File: src/rtl/uart_receiving_msg_pkg.sv
// Shared definitions for the UART message receiver: byte FSM states and the
// bit-period arithmetic that must match the sending side exactly.
package uart_receiving_msg_pkg;

   typedef enum logic [2:0] {
      RX_IDLE,
      RX_START,
      RX_DATA,
      RX_STOP,
      RX_WAIT_HIGH
   } rx_state_t;

   // Truncating division, identical on both ends of the link.
   function automatic int unsigned bit_cycles(input int unsigned clk_freq,
                                              input int unsigned baud_rate);
      return clk_freq / baud_rate;
   endfunction

   function automatic int unsigned half_cycles(input int unsigned clk_freq,
                                               input int unsigned baud_rate);
      return bit_cycles(clk_freq, baud_rate) / 2;
   endfunction

endpackage

File: src/rtl/uart_rx_byte.sv
// 8N1 byte receiver: rx synchroniser, start-bit qualification, LSB-first
// shift register and stop-bit check.
module uart_rx_byte
   import uart_receiving_msg_pkg::*;
#(
   parameter int unsigned clk_freq  = 1000000,
   parameter int unsigned baud_rate = 9600
) (
   input  logic       clk,
   input  logic       reset,
   input  logic       rx,
   output logic [7:0] byte_data,
   output logic       byte_valid,
   output logic       frame_error,
   output logic       idle
);

   localparam int unsigned BIT  = bit_cycles(clk_freq, baud_rate);
   localparam int unsigned HALF = half_cycles(clk_freq, baud_rate);
   localparam int unsigned CW   = $clog2(BIT + 1);
   localparam logic [CW-1:0] BIT_LAST  = CW'(BIT - 1);
   localparam logic [CW-1:0] HALF_LAST = CW'(HALF - 1);

   logic          rx_meta;
   logic          rx_s;
   logic          rx_d;
   rx_state_t     state;
   logic [CW-1:0] cnt;
   logic [2:0]    bit_idx;
   logic [7:0]    shift;

   assign idle = (state == RX_IDLE);

   always_ff @(posedge clk or posedge reset) begin
      if (reset) begin
         rx_meta     <= 1'b1;
         rx_s        <= 1'b1;
         rx_d        <= 1'b1;
         state       <= RX_IDLE;
         cnt         <= '0;
         bit_idx     <= '0;
         shift       <= '0;
         byte_data   <= '0;
         byte_valid  <= 1'b0;
         frame_error <= 1'b0;
      end else begin
         rx_meta     <= rx;
         rx_s        <= rx_meta;
         rx_d        <= rx_s;
         byte_valid  <= 1'b0;
         frame_error <= 1'b0;
         case (state)
            RX_IDLE: begin
               if (rx_d && !rx_s) begin
                  state   <= RX_START;
                  cnt     <= '0;
                  bit_idx <= '0;
               end
            end
            RX_START: begin
               // A start bit that is high again at its midpoint was a glitch.
               if (cnt == HALF_LAST) begin
                  cnt     <= '0;
                  bit_idx <= '0;
                  state   <= rx_s ? RX_IDLE : RX_DATA;
               end else begin
                  cnt <= cnt + 1'b1;
               end
            end
            RX_DATA: begin
               if (cnt == BIT_LAST) begin
                  cnt     <= '0;
                  shift   <= {rx_s, shift[7:1]};
                  bit_idx <= bit_idx + 3'd1;
                  if (bit_idx == 3'd7) state <= RX_STOP;
               end else begin
                  cnt <= cnt + 1'b1;
               end
            end
            RX_STOP: begin
               // Leaving at the stop-bit midpoint lets a back-to-back start edge be seen.
               if (cnt == BIT_LAST) begin
                  cnt <= '0;
                  if (rx_s) begin
                     byte_data  <= shift;
                     byte_valid <= 1'b1;
                     state      <= RX_IDLE;
                  end else begin
                     frame_error <= 1'b1;
                     state       <= RX_WAIT_HIGH;
                  end
               end else begin
                  cnt <= cnt + 1'b1;
               end
            end
            RX_WAIT_HIGH: begin
               if (rx_s) state <= RX_IDLE;
            end
            default: state <= RX_IDLE;
         endcase
      end
   end

endmodule

File: src/rtl/uart_receiving_msg.sv
// Multi-byte UART message receiver: assembles msg_size_byte bytes (first byte
// in the low bits) and discards partial messages on frame error or idle gap.
module uart_receiving_msg
   import uart_receiving_msg_pkg::*;
#(
   parameter int unsigned clk_freq      = 1000000,
   parameter int unsigned baud_rate     = 9600,
   parameter int unsigned msg_size_byte = 6,
   parameter int unsigned timeout_bits  = 20
) (
   input  logic                         clk,
   input  logic                         reset,
   input  logic                         rx,
   output logic [8*msg_size_byte-1:0]   msg,
   output logic                         done,
   output logic                         busy,
   output logic                         frame_error,
   output logic                         timeout
);

   localparam int unsigned BIT         = bit_cycles(clk_freq, baud_rate);
   localparam int unsigned TIMEOUT_CYC = timeout_bits * BIT;
   localparam int unsigned CNT_W       = (msg_size_byte > 1) ? $clog2(msg_size_byte) : 1;
   localparam int unsigned GAP_W       = $clog2(TIMEOUT_CYC + 1);
   localparam logic [CNT_W-1:0] LAST_SLOT = CNT_W'(msg_size_byte - 1);
   localparam logic [GAP_W-1:0] GAP_LAST  = GAP_W'(TIMEOUT_CYC - 1);

   logic [7:0]                 byte_data;
   logic                       byte_valid;
   logic                       byte_ferr;
   logic                       rx_idle;
   logic [CNT_W-1:0]           byte_cnt;
   logic [GAP_W-1:0]           gap_cnt;
   logic [8*msg_size_byte-1:0] buf_q;
   logic [8*msg_size_byte-1:0] buf_next;

   uart_rx_byte #(
      .clk_freq  (clk_freq),
      .baud_rate (baud_rate)
   ) u_rx_byte (
      .clk         (clk),
      .reset       (reset),
      .rx          (rx),
      .byte_data   (byte_data),
      .byte_valid  (byte_valid),
      .frame_error (byte_ferr),
      .idle        (rx_idle)
   );

   assign frame_error = byte_ferr;
   assign busy        = (byte_cnt != '0) || !rx_idle;

   // The completing byte goes straight into msg without a buffer round trip.
   always_comb begin
      buf_next = buf_q;
      buf_next[{byte_cnt, 3'b000} +: 8] = byte_data;
   end

   always_ff @(posedge clk or posedge reset) begin
      if (reset) begin
         msg      <= '0;
         done     <= 1'b0;
         timeout  <= 1'b0;
         byte_cnt <= '0;
         gap_cnt  <= '0;
         buf_q    <= '0;
      end else begin
         done    <= 1'b0;
         timeout <= 1'b0;
         // Leaving IDLE (a start edge) clears the gap counter.
         if ((byte_cnt != '0) && rx_idle) begin
            if (gap_cnt == GAP_LAST) begin
               timeout  <= 1'b1;
               byte_cnt <= '0;
               gap_cnt  <= '0;
            end else begin
               gap_cnt <= gap_cnt + 1'b1;
            end
         end else begin
            gap_cnt <= '0;
         end

         if (byte_ferr) begin
            byte_cnt <= '0;
         end else if (byte_valid) begin
            if (byte_cnt == LAST_SLOT) begin
               msg      <= buf_next;
               done     <= 1'b1;
               byte_cnt <= '0;
            end else begin
               buf_q    <= buf_next;
               byte_cnt <= byte_cnt + 1'b1;
            end
         end
      end
   end

endmodule

File: config.mk
export PLATFORM = sky130hd
export DESIGN_NAME = uart_receiving_msg
export DESIGN_NICKNAME = d
export VERILOG_FILES = /design/src/rtl/uart_receiving_msg_pkg.sv /design/src/rtl/uart_rx_byte.sv /design/src/rtl/uart_receiving_msg.sv
export SDC_FILE = /design/constraint.sdc
export NUM_CORES = 1
export LEC_CHECK = 0
export ABC_AREA = 1
export ABC_CLOCK_PERIOD_IN_PS = 5400
export CORE_UTILIZATION = 25
export DETAILED_ROUTE_END_ITERATION = 7
export GPL_ROUTABILITY_DRIVEN = 1
export PLACE_DENSITY = 0.39
export RECOVER_POWER = 25
export REMOVE_ABC_BUFFERS = 1
export SYNTH_ARGS = -nofsm -noshare
export SYNTH_HDL_FRONTEND = slang
export SYNTH_SLANG_ARGS = --single-unit
File: constraint.sdc
create_clock -name clk -period 5.4 [get_ports clk]
set_input_delay 0.54 -clock clk [delete_from_list [all_inputs] [get_ports clk]]
set_output_delay 0.54 -clock clk [all_outputs]
set_load 0.02 [all_outputs]
==> results.cfg, run 1 <==
[run_status]
run_status = complete, but fails checks
failing_checks = max-capacitance violations, max-slew violations

[floorplanning]
top_level_ports = 55
fp.coreArea_um2 = 26400
start_util = 0.257
design.die.area_um2 = 27800
dieWidth_um = 167
std_cell_rows = 59
dieHeight_um = 167

[yosys]
netlist.area_leader.share = 0.532
synth_cell_types = 33
yosys-top-cells-area = dfrtp_1, nand2_1, o21ai_0
yosysSeqAreaShare = 0.543
netlist_instances = 786
syn_avg_cell_area_um2 = 8.62
mappedNetlistArea_um2 = 6780
ys_seq_elements = 147
synth_area_leader_cell = dfrtp_1
ys_warn_count = 0

[critical_path]
cp.arrival_ps = 3890
crit_path_max_incr_delay_ps = 2050
criticalPathCategory = in -> async
critical_path.startpoint = reset
critPathLaunchType = primary input
worstPathRequired_ps = 5920
crit_chain = dlygate4sd3_1, clkinvlp_2, buf_4
reg_to_reg_startpoint = byte_cnt[0]
worstSetupEndpointType = asynchronous set/reset pin
critPathMaxFanout = 79
worst_path_max_delay_cell = clkinvlp_2

[power]
leakage_nw = 3.66
seqPwrFrac = 0.453
vdd_ir_drop_max_mv = 0.184
pwr_density_cell_nw_per_um2 = 312
internal_power_w = 0.00182
net-switching-power_w = 0.000725
share_clk_of_total_power = 0.455
power_frac_comb = 0.091
netSwitchingFraction = 0.285

[detailed_routing]
avgViaCountPerCell = 4.34
drt_iter0_drc = 307
wirelength_per_cell_um = 13.9
drc_errors = 0
drt-total-wl_mm = 16.4
detailroute.via_count = 5126
drt.antenna.violating_nets = 0
count_of_tritonroute_iterations_in_the_first_routing_pass = 5

[worst_hold_path]
hold_path_class = reg -> reg
worst_hold_startpoint = u_rx_byte.rx_meta

[sta]
max_freq_mhz = 297
setup_total_negative_slack_ps = 0
min_period_over_period = 0.624
final_period_minus_worst_setup_slack_ps = 3370
worst-slew-pin-transition_ps = 3700
hold-worst-slack_ps = 365
max-slew-margin-rel = -1.48
setup_viol_count_final = 0
slew_viol_final = 80
rsz0062_at_grt = false
clock-skew-final_ps = 18.8
hold_violations = 0

[placed_design]
placement.io_buffers = 54
placer_congestion = 0.737
detailedPlacementHpwl_mm = 10.6

[global_route]
antenna_violations_before_repair = 0
grt_use_total = 0.125
first_global_vias = 4951
grt_pass1_wl_mm = 27.4
grt_max_degree = 80
total_gr_overflow = 0

[cells_and_area]
fillers = 2750
most_used_cells_in_the_layout_excluding_fill_and_tap_cells = nand2_1, dfrtp_1, o21ai_0
final_layout_size_suffix_gt1_frac = 0.0817
layout-area-overhead-vs-synth_pct = 20.3
antenna_cells_inserted = 0
finalNetCount = 844
mostFrequentLayoutCell = nand2_1

[job]
max-cap-violations = 1

[cts]
post_cts_resize_count = 0
cts_post_setup_buffers_inserted = 0
clockRootBuffer = clkbuf_16
clock_latency_ps = 430
cts.sink_count = 147
worst_setup_hold_path_clk_slew_ps = 70
tritoncts = yes
postCtsHoldBufs = 0
tritoncts_buffer_count = 17
clock_path_buffers = 2
cts.htree.levels = 4
-- layout make-up --
type                    instances  area (µm²)  area share
multi-input cells             536        2630       0.323
flip-flops and latches        147        3680       0.452
inverters                      71         268      0.0328
well taps                     335         419      0.0514
clock inverters                14         138      0.0169
clock buffers                  18         439      0.0539
repair buffers                 59         578      0.0709
-- critical path, delay by kind of cell --
kind	cells	cell delay, ps
buffers and inverters	3	3310
-- per-layer routing --
layer,vias up,wire length (µm),track usage
li1,2667,-,-
met1,2377,8810,0.180
met2,74,6950,0.189
met3,8,455,0.0273
met4,0,146,0.0350
met5,-,0,0
-- worst paths after layout --
| check | endpoint | slack [ps] | cells past startpoint |
|---|---|---|---|
| max | msg[7] | 2030 | 3 |
| min reg2reg | u_rx_byte.rx_s | 370 | 0 |
| min in group asynchronous | gap_cnt[2] | 1670 | 2 |
| max reg2reg | msg[31] | 2550 | 9 |
| max in group clk | busy | 2290 | 5 |
| min | u_rx_byte.rx_s | 370 | 0 |
-- power by group through the flow --
stage	Clock, W	Sequential, W	Combinational [W]
global route	0.00125	0.00116	0.000267
global placement	0	0.00118	0.000245
CTS	0.00120	0.00115	0.000243
finish	0.00116	0.00116	0.000233
floorplan	0	0.00117	0.000181
detailed placement	0	0.00118	0.000242
-- stage by stage --
stage	total power (W)	std cells	instance area, µm²	setup WS [ps]	utilization
5_1_grt	0.00268	1180	8160	1400	0.309
6_report	0.00255	1180	8160	2030	0.309
3_3_place_gp	0.00142	1148	7610	2650	0.289
2_1_floorplan	0.00135	754	6610	914	-
3_5_place_dp	0.00142	1148	7610	2550	0.289
4_1_cts	0.00260	1180	8190	2240	0.311
-- kinds of logic after synthesis --
| kind of cell | Yosys count | share of synthesized area |
|---|---|---|
| adders and majority gates | 9 | 0.0166 |
| buffers and inverters | 103 | 0.0648 |
| and+or+nand+nor | 363 | 0.232 |
| DFF | 147 | 0.543 |
| xor gates and xnor gates | 7 | 0.00904 |
| AOI/OAI and AO/OA | 157 | 0.134 |
-- synthesized netlist by cell type (all sizes together) --
cell type / n
a21oi: 11
buf: 20
clkbuf: 12
dfrtp: 144
dfstp: 3
ha: 9
inv: 71
nand2: 249
nand3: 36
nand3b: 2
nand4: 12
nor2: 54
nor3: 9
nor3b: 1
o211ai: 34
o21ai: 109
o21bai: 3
xnor2: 1
xor2: 6
-- state kept, by name (all words and copies together), names as in the netlist, 3 cells and up --
name	cells
u_rx_byte.cnt	7
buf_q	48
byte_cnt	3
u_rx_byte.shift	8
msg	48
u_rx_byte.bit_idx	3
u_rx_byte.state	3
u_rx_byte.byte_data	8
gap_cnt	12
No activity file was read; power rests on OpenSTA's default activity.
==> run 2, diff against run 1 <==
--- a/config.mk
+++ b/config.mk
@@ -6,11 +6,11 @@
 export NUM_CORES = 1
 export LEC_CHECK = 0
 export ABC_AREA = 1
-export ABC_CLOCK_PERIOD_IN_PS = 5400
+export ABC_CLOCK_PERIOD_IN_PS = 2900
 export CORE_UTILIZATION = 25
 export DETAILED_ROUTE_END_ITERATION = 7
 export GPL_ROUTABILITY_DRIVEN = 1
-export PLACE_DENSITY = 0.39
+export PLACE_DENSITY = 0.4
 export RECOVER_POWER = 25
 export REMOVE_ABC_BUFFERS = 1
 export SYNTH_ARGS = -nofsm -noshare
==> constraint.sdc (replaced) <==
create_clock -name clk -period 2.9 [get_ports clk]
set_input_delay 0.29 -clock clk [delete_from_list [all_inputs] [get_ports clk]]
set_output_delay 0.29 -clock clk [all_outputs]
set_load 0.02 [all_outputs]
==> results.cfg, run 2 (same netlist as run 1, synthesis figures left out) <==
[run_status]
run_status = complete, but fails checks
failing_checks = max-capacitance violations, max-slew violations

[power]
vdd_ir_drop_max_mv = 0.290
pwr_density_cell_nw_per_um2 = 591
leakage_nw = 3.74

[cells_and_area]
reg.largest.list = buf_q: 48 flops, msg: 48 flops, gap_cnt: 12 flops
finalNetCount = 851
final_area_um2 = 8260
most_used_cells_in_the_layout_excluding_fill_and_tap_cells = nand2_1, dfrtp_1, o21ai_0
sequential_cell_area_um2 = 3680
final_layout_size_suffix_gt1_frac = 0.0892
antenna_cells_inserted = 0
layout-area-overhead-vs-synth_pct = 21.9
mostFrequentLayoutCell = nand2_1
fillers = 2686
multiInputGateArea_um2 = 2660

[critical_path]
critPathLaunchType = flip-flop
worstSetupEndpointType = output pin
cp.arrival_ps = 2110
crit_path_max_incr_delay_ps = 610
crit_chain = inv_1, ha_1, ha_1, nand3_1, clkdlybuf4s50_1
worstPathRequired_ps = 2610
critPathMaxFanout = 4
criticalPathCategory = reg -> out
critical_path.top_delay_family = buffers and inverters
worst_path_most_repeated_cell = ha_1
cp_num_buf_inv = 2
worst_path_max_delay_cell = clkdlybuf4s50_1

[sta]
max-slew-margin-rel = -0.404
hold_violations = 0
clock-skew-final_ps = 15.9
rsz0062_at_grt = false
fin_ws_ps = 501
slew_viol_final = 47
setup_viol_count_final = 0
min_period_over_period = 0.827
final_period_minus_worst_setup_slack_ps = 2400
max_freq_mhz = 417
worst-slew-pin-transition_ps = 2110

[job]
max-cap-violations = 1

[cts]
clock_path_buffers = 2
cts.htree.levels = 4
clock_latency_ps = 430
postCtsHoldBufs = 0
worst_setup_hold_path_clk_slew_ps = 60
clockRootBuffer = clkbuf_16
post_cts_resize_count = 0
tritoncts = yes
cts_post_setup_buffers_inserted = 0
cts.sink_count = 147
tritoncts_buffer_count = 17

[detailed_routing]
detailroute.via_count = 5208
avgViaCountPerCell = 4.39
detailroute.wirelength.met2_mm = 7.18
count_of_tritonroute_iterations_in_the_first_routing_pass = 4
route.layer.met1.wl_mm = 8.56
drc_errors = 0
drt_iter0_drc = 356
wirelength_per_cell_um = 13.8
wl_met3_um = 456
highest_layer = met4
drt.antenna.violating_nets = 0
drt-total-wl_mm = 16.4

[placed_design]
placement.io_buffers = 54
dp_worst_setup_slack_ps = 536
placer_congestion = 0.749
placed_area_um2 = 7680
detailedPlacementHpwl_mm = 10.8

[global_route]
total_gr_overflow = 0
first_global_vias = 5131
antenna_violations_before_repair = 0
grt_max_degree = 48
grt_pass1_wl_mm = 27.5
grt_use_total = 0.126

[floorplanning]
std_cell_rows = 59
design.die.area_um2 = 27800
dieHeight_um = 167
start_util = 0.257
fp.coreArea_um2 = 26400
top_level_ports = 55
dieWidth_um = 167

[worst_hold_path]
hold_path_class = reg -> reg
==> run 2: worst paths after layout <==
path	slack (ps)	cells past startpoint	startpoint	end
worst min register to register	360	0	u_rx_byte.rx_meta	u_rx_byte.rx_s
worst max-delay path	500	5	byte_cnt[1]	busy
min in group asynchronous	860	2	reset	buf_q[17]
worst max register to register	540	9	byte_cnt[1]	buf_q[32]
worst min-delay path	360	0	u_rx_byte.rx_meta	u_rx_byte.rx_s
max in group asynchronous	670	3	reset	u_rx_byte.rx_d
==> run 2: stage by stage <==
step                TNS [ps]  utilization  hold WS (ps)  power (W)  instances
global placement           0        0.291           348    0.00265       1155
detailed placement         0        0.291           349    0.00264       1155
floorplan            -193210            -           294    0.00252        754
finish                     0        0.314           363    0.00488       1187
CTS                        0        0.314           255    0.00496       1187
global route               0        0.314           373    0.00511       1187
==> run 2: area by class of cell <==
class / instances / area share
clock buffers: 18 / 0.0519
clock inverters: 14 / 0.0201
inverters: 71 / 0.0322
multi-input cells: 536 / 0.322
flip-flops and latches: 147 / 0.446
well taps: 335 / 0.0507
repair buffers: 66 / 0.0775
==> run 2: per-layer routing <==
metal  track usage  vias up
met2         0.195       79
met5             0        -
li1              -     2686
met3        0.0221       12
met1         0.177     2431
met4        0.0423        0
==> run 2: power by group <==
part	internal, W	switching (W)	total [W]	leakage [nW]
clock	0.00130	0.000989	0.00229	0.288
combinational	0.000134	0.000310	0.000444	1.42
sequential	0.00210	0.0000521	0.00215	2.04
total	0.00353	0.00135	0.00488	3.74
==> run 2: worst register-to-register path: stages (launching register included) <==
cell and delay, ps:
dfrtp_1 380, inv_1 90, ha_1 200, ha_1 410, inv_2 100, nor2_4 190
nand3_2 400, o21ai_0 390, nand2_1 90, nand2_1 70
==> run 3, diff against run 2 <==
--- a/config.mk
+++ b/config.mk
@@ -6,7 +6,7 @@
 export NUM_CORES = 1
 export LEC_CHECK = 0
 export ABC_AREA = 1
-export ABC_CLOCK_PERIOD_IN_PS = 2900
+export ABC_CLOCK_PERIOD_IN_PS = 2200
 export CORE_UTILIZATION = 25
 export DETAILED_ROUTE_END_ITERATION = 7
 export GPL_ROUTABILITY_DRIVEN = 1
==> constraint.sdc (replaced) <==
create_clock -name clk -period 2.2 [get_ports clk]
set_input_delay 0.22 -clock clk [delete_from_list [all_inputs] [get_ports clk]]
set_output_delay 0.22 -clock clk [all_outputs]
set_load 0.02 [all_outputs]
==> results.cfg, run 3 (same netlist as run 1, synthesis figures left out) <==
[power]
net-switching-power_w = 0.00181
finalPower_w = 0.00639
share_clk_of_total_power = 0.466
vdd_ir_drop_max_mv = 0.359
power_frac_comb = 0.091
seqPwrFrac = 0.444
netSwitchingFraction = 0.283
leakage_nw = 3.80
internal_power_w = 0.00458
pwr_density_cell_nw_per_um2 = 763

[critical_path]
worstSetupEndpointType = flip-flop
worstRegToRegCells = 9
crit_chain = inv_1, ha_1, ha_1, inv_2, nand2_1, nor2_1, nand2_2, o21ai_1, o21ai_0
worstSetupEndpoint = buf_q[4]
criticalPathCategory = reg -> reg
critPathMaxFanout = 16
crit_path_max_incr_delay_ps = 390
rr_endpoint = buf_q[4]
worst_path_most_repeated_cell = ha_1
critPathLaunchType = flip-flop
cp.arrival_ps = 2290
reg_to_reg_startpoint = byte_cnt[1]
r2r_setup_slack_ps = 210
worst_path_max_delay_cell = dfrtp_1
worstPathRequired_ps = 2500
critical_path.startpoint = byte_cnt[1]

[floorplanning]
start_util = 0.257
design.die.area_um2 = 27800
top_level_ports = 55
std_cell_rows = 59
fp.coreArea_um2 = 26400
dieHeight_um = 167
dieWidth_um = 167

[detailed_routing]
highest_layer = met4
drc_errors = 0
drt-total-wl_mm = 16.9
wl_met3_um = 424
wirelength_per_cell_um = 14.1
count_of_tritonroute_iterations_in_the_first_routing_pass = 4
drt.antenna.violating_nets = 0
detailroute.wirelength.met2_mm = 7.50
drt_iter0_drc = 319
detailroute.via_count = 5267
avgViaCountPerCell = 4.41
route.layer.met1.wl_mm = 8.81

[cts]
cts.htree.levels = 4
post_cts_resize_count = 2
cts_post_setup_buffers_inserted = 0
clock_latency_ps = 430
clock_path_buffers = 2
clockRootBuffer = clkbuf_16
worst_setup_hold_path_clk_slew_ps = 70
cts.sink_count = 147
tritoncts_buffer_count = 17
postCtsHoldBufs = 0
tritoncts = yes

[global_route]
grt_pass1_wl_mm = 28.4
total_gr_overflow = 0
grt_max_degree = 44
grt_use_total = 0.131
antenna_violations_before_repair = 0
first_global_vias = 5258

[placed_design]
dp_worst_setup_slack_ps = 186
placer_congestion = 0.739
detailedPlacementHpwl_mm = 11.3
placed_area_um2 = 7800
placement.io_buffers = 54

[cells_and_area]
final_layout_size_suffix_gt1_frac = 0.101
final_area_um2 = 8370
most_used_cells_in_the_layout_excluding_fill_and_tap_cells = nand2_1, dfrtp_1, o21ai_0
finalNetCount = 859
mostFrequentLayoutCell = nand2_1
antenna_cells_inserted = 0
reg.largest.list = buf_q: 48 flops, msg: 48 flops, gap_cnt: 12 flops
layout-area-overhead-vs-synth_pct = 23.5
fillers = 2796

[sta]
hold-worst-slack_ps = 342
max_freq_mhz = 503
setup_total_negative_slack_ps = 0
rsz0062_at_grt = false
max-slew-margin-rel = -0.0327
setup_viol_count_final = 0
worst-slew-pin-transition_ps = 1550
min_period_over_period = 0.905
final_period_minus_worst_setup_slack_ps = 1990
slew_viol_final = 36
hold_violations = 0
clock-skew-final_ps = 13.3
fin_ws_ps = 210

[run_status]
run_status = complete, but fails checks
failing_checks = max-capacitance violations, max-slew violations

[worst_hold_path]
hold_path_class = in -> reg

[job]
max-cap-violations = 1
-- run 3: cell count changes in the layout (fill, tap and decap cells not counted), sizes merged --
cell           delta
bufinv            -1
inv               +1
buf               +9
clkdlybuf4s50     -2
dlygate4sd3       +1
-- run 3: worst min-delay path by stage --
stage                           start                end  depth (start not counted)
floorplan                          rx  u_rx_byte.rx_meta                          0
global placement    u_rx_byte.rx_meta     u_rx_byte.rx_s                          0
detailed placement  u_rx_byte.rx_meta     u_rx_byte.rx_s                          0
CTS                             reset           buf_q[2]                          2
global route                       rx  u_rx_byte.rx_meta                          1
finish                             rx  u_rx_byte.rx_meta                          1
-- run 3: critical path, delay by kind of cell, from the launching register on --
family / cells / cell delay [ps]
DFF: 1 / 390
buffers and inverters: 2 / 200
adders and majority gates: 2 / 540
AOI/OAI and AO/OA: 2 / 340
and+or+nand+nor: 3 / 400
-- run 3: layout make-up --
class / count / area (µm²) / area share
Sequential cell: 147 / 3680 / 0.440
Multi-Input combinational cell: 536 / 2660 / 0.318
Timing Repair Buffer: 74 / 743 / 0.0888
Clock buffer: 18 / 439 / 0.0525
Tap cell: 335 / 419 / 0.0501
Inverter: 71 / 267 / 0.0318
Clock inverter: 14 / 159 / 0.0190
-- run 3: metrics by stage --
| step | util | std cells |
|---|---|---|
| after floorplan | - | 754 |
| after global placement | 0.296 | 1163 |
| after detailed placement | 0.296 | 1163 |
| after CTS | 0.319 | 1195 |
| after global routing | 0.318 | 1195 |
| final | 0.318 | 1195 |
-- run 3: routing by layer --
layer | GRT usage | vias to the layer above
met5 | 0 | -
met4 | 0.0407 | 0
met3 | 0.0254 | 11
met2 | 0.207 | 62
met1 | 0.180 | 2485
li1 | - | 2709
-- run 3: power groups by stage --
| stage | Combinational (W) | Sequential [W] | Clock, W |
|---|---|---|---|
| after floorplan | 0.000445 | 0.00287 | 0 |
| after global placement | 0.000620 | 0.00289 | 0 |
| after detailed placement | 0.000614 | 0.00289 | 0 |
| after CTS | 0.000608 | 0.00283 | 0.00308 |
| after global routing | 0.000688 | 0.00284 | 0.00318 |
| final | 0.000581 | 0.00283 | 0.00297 |
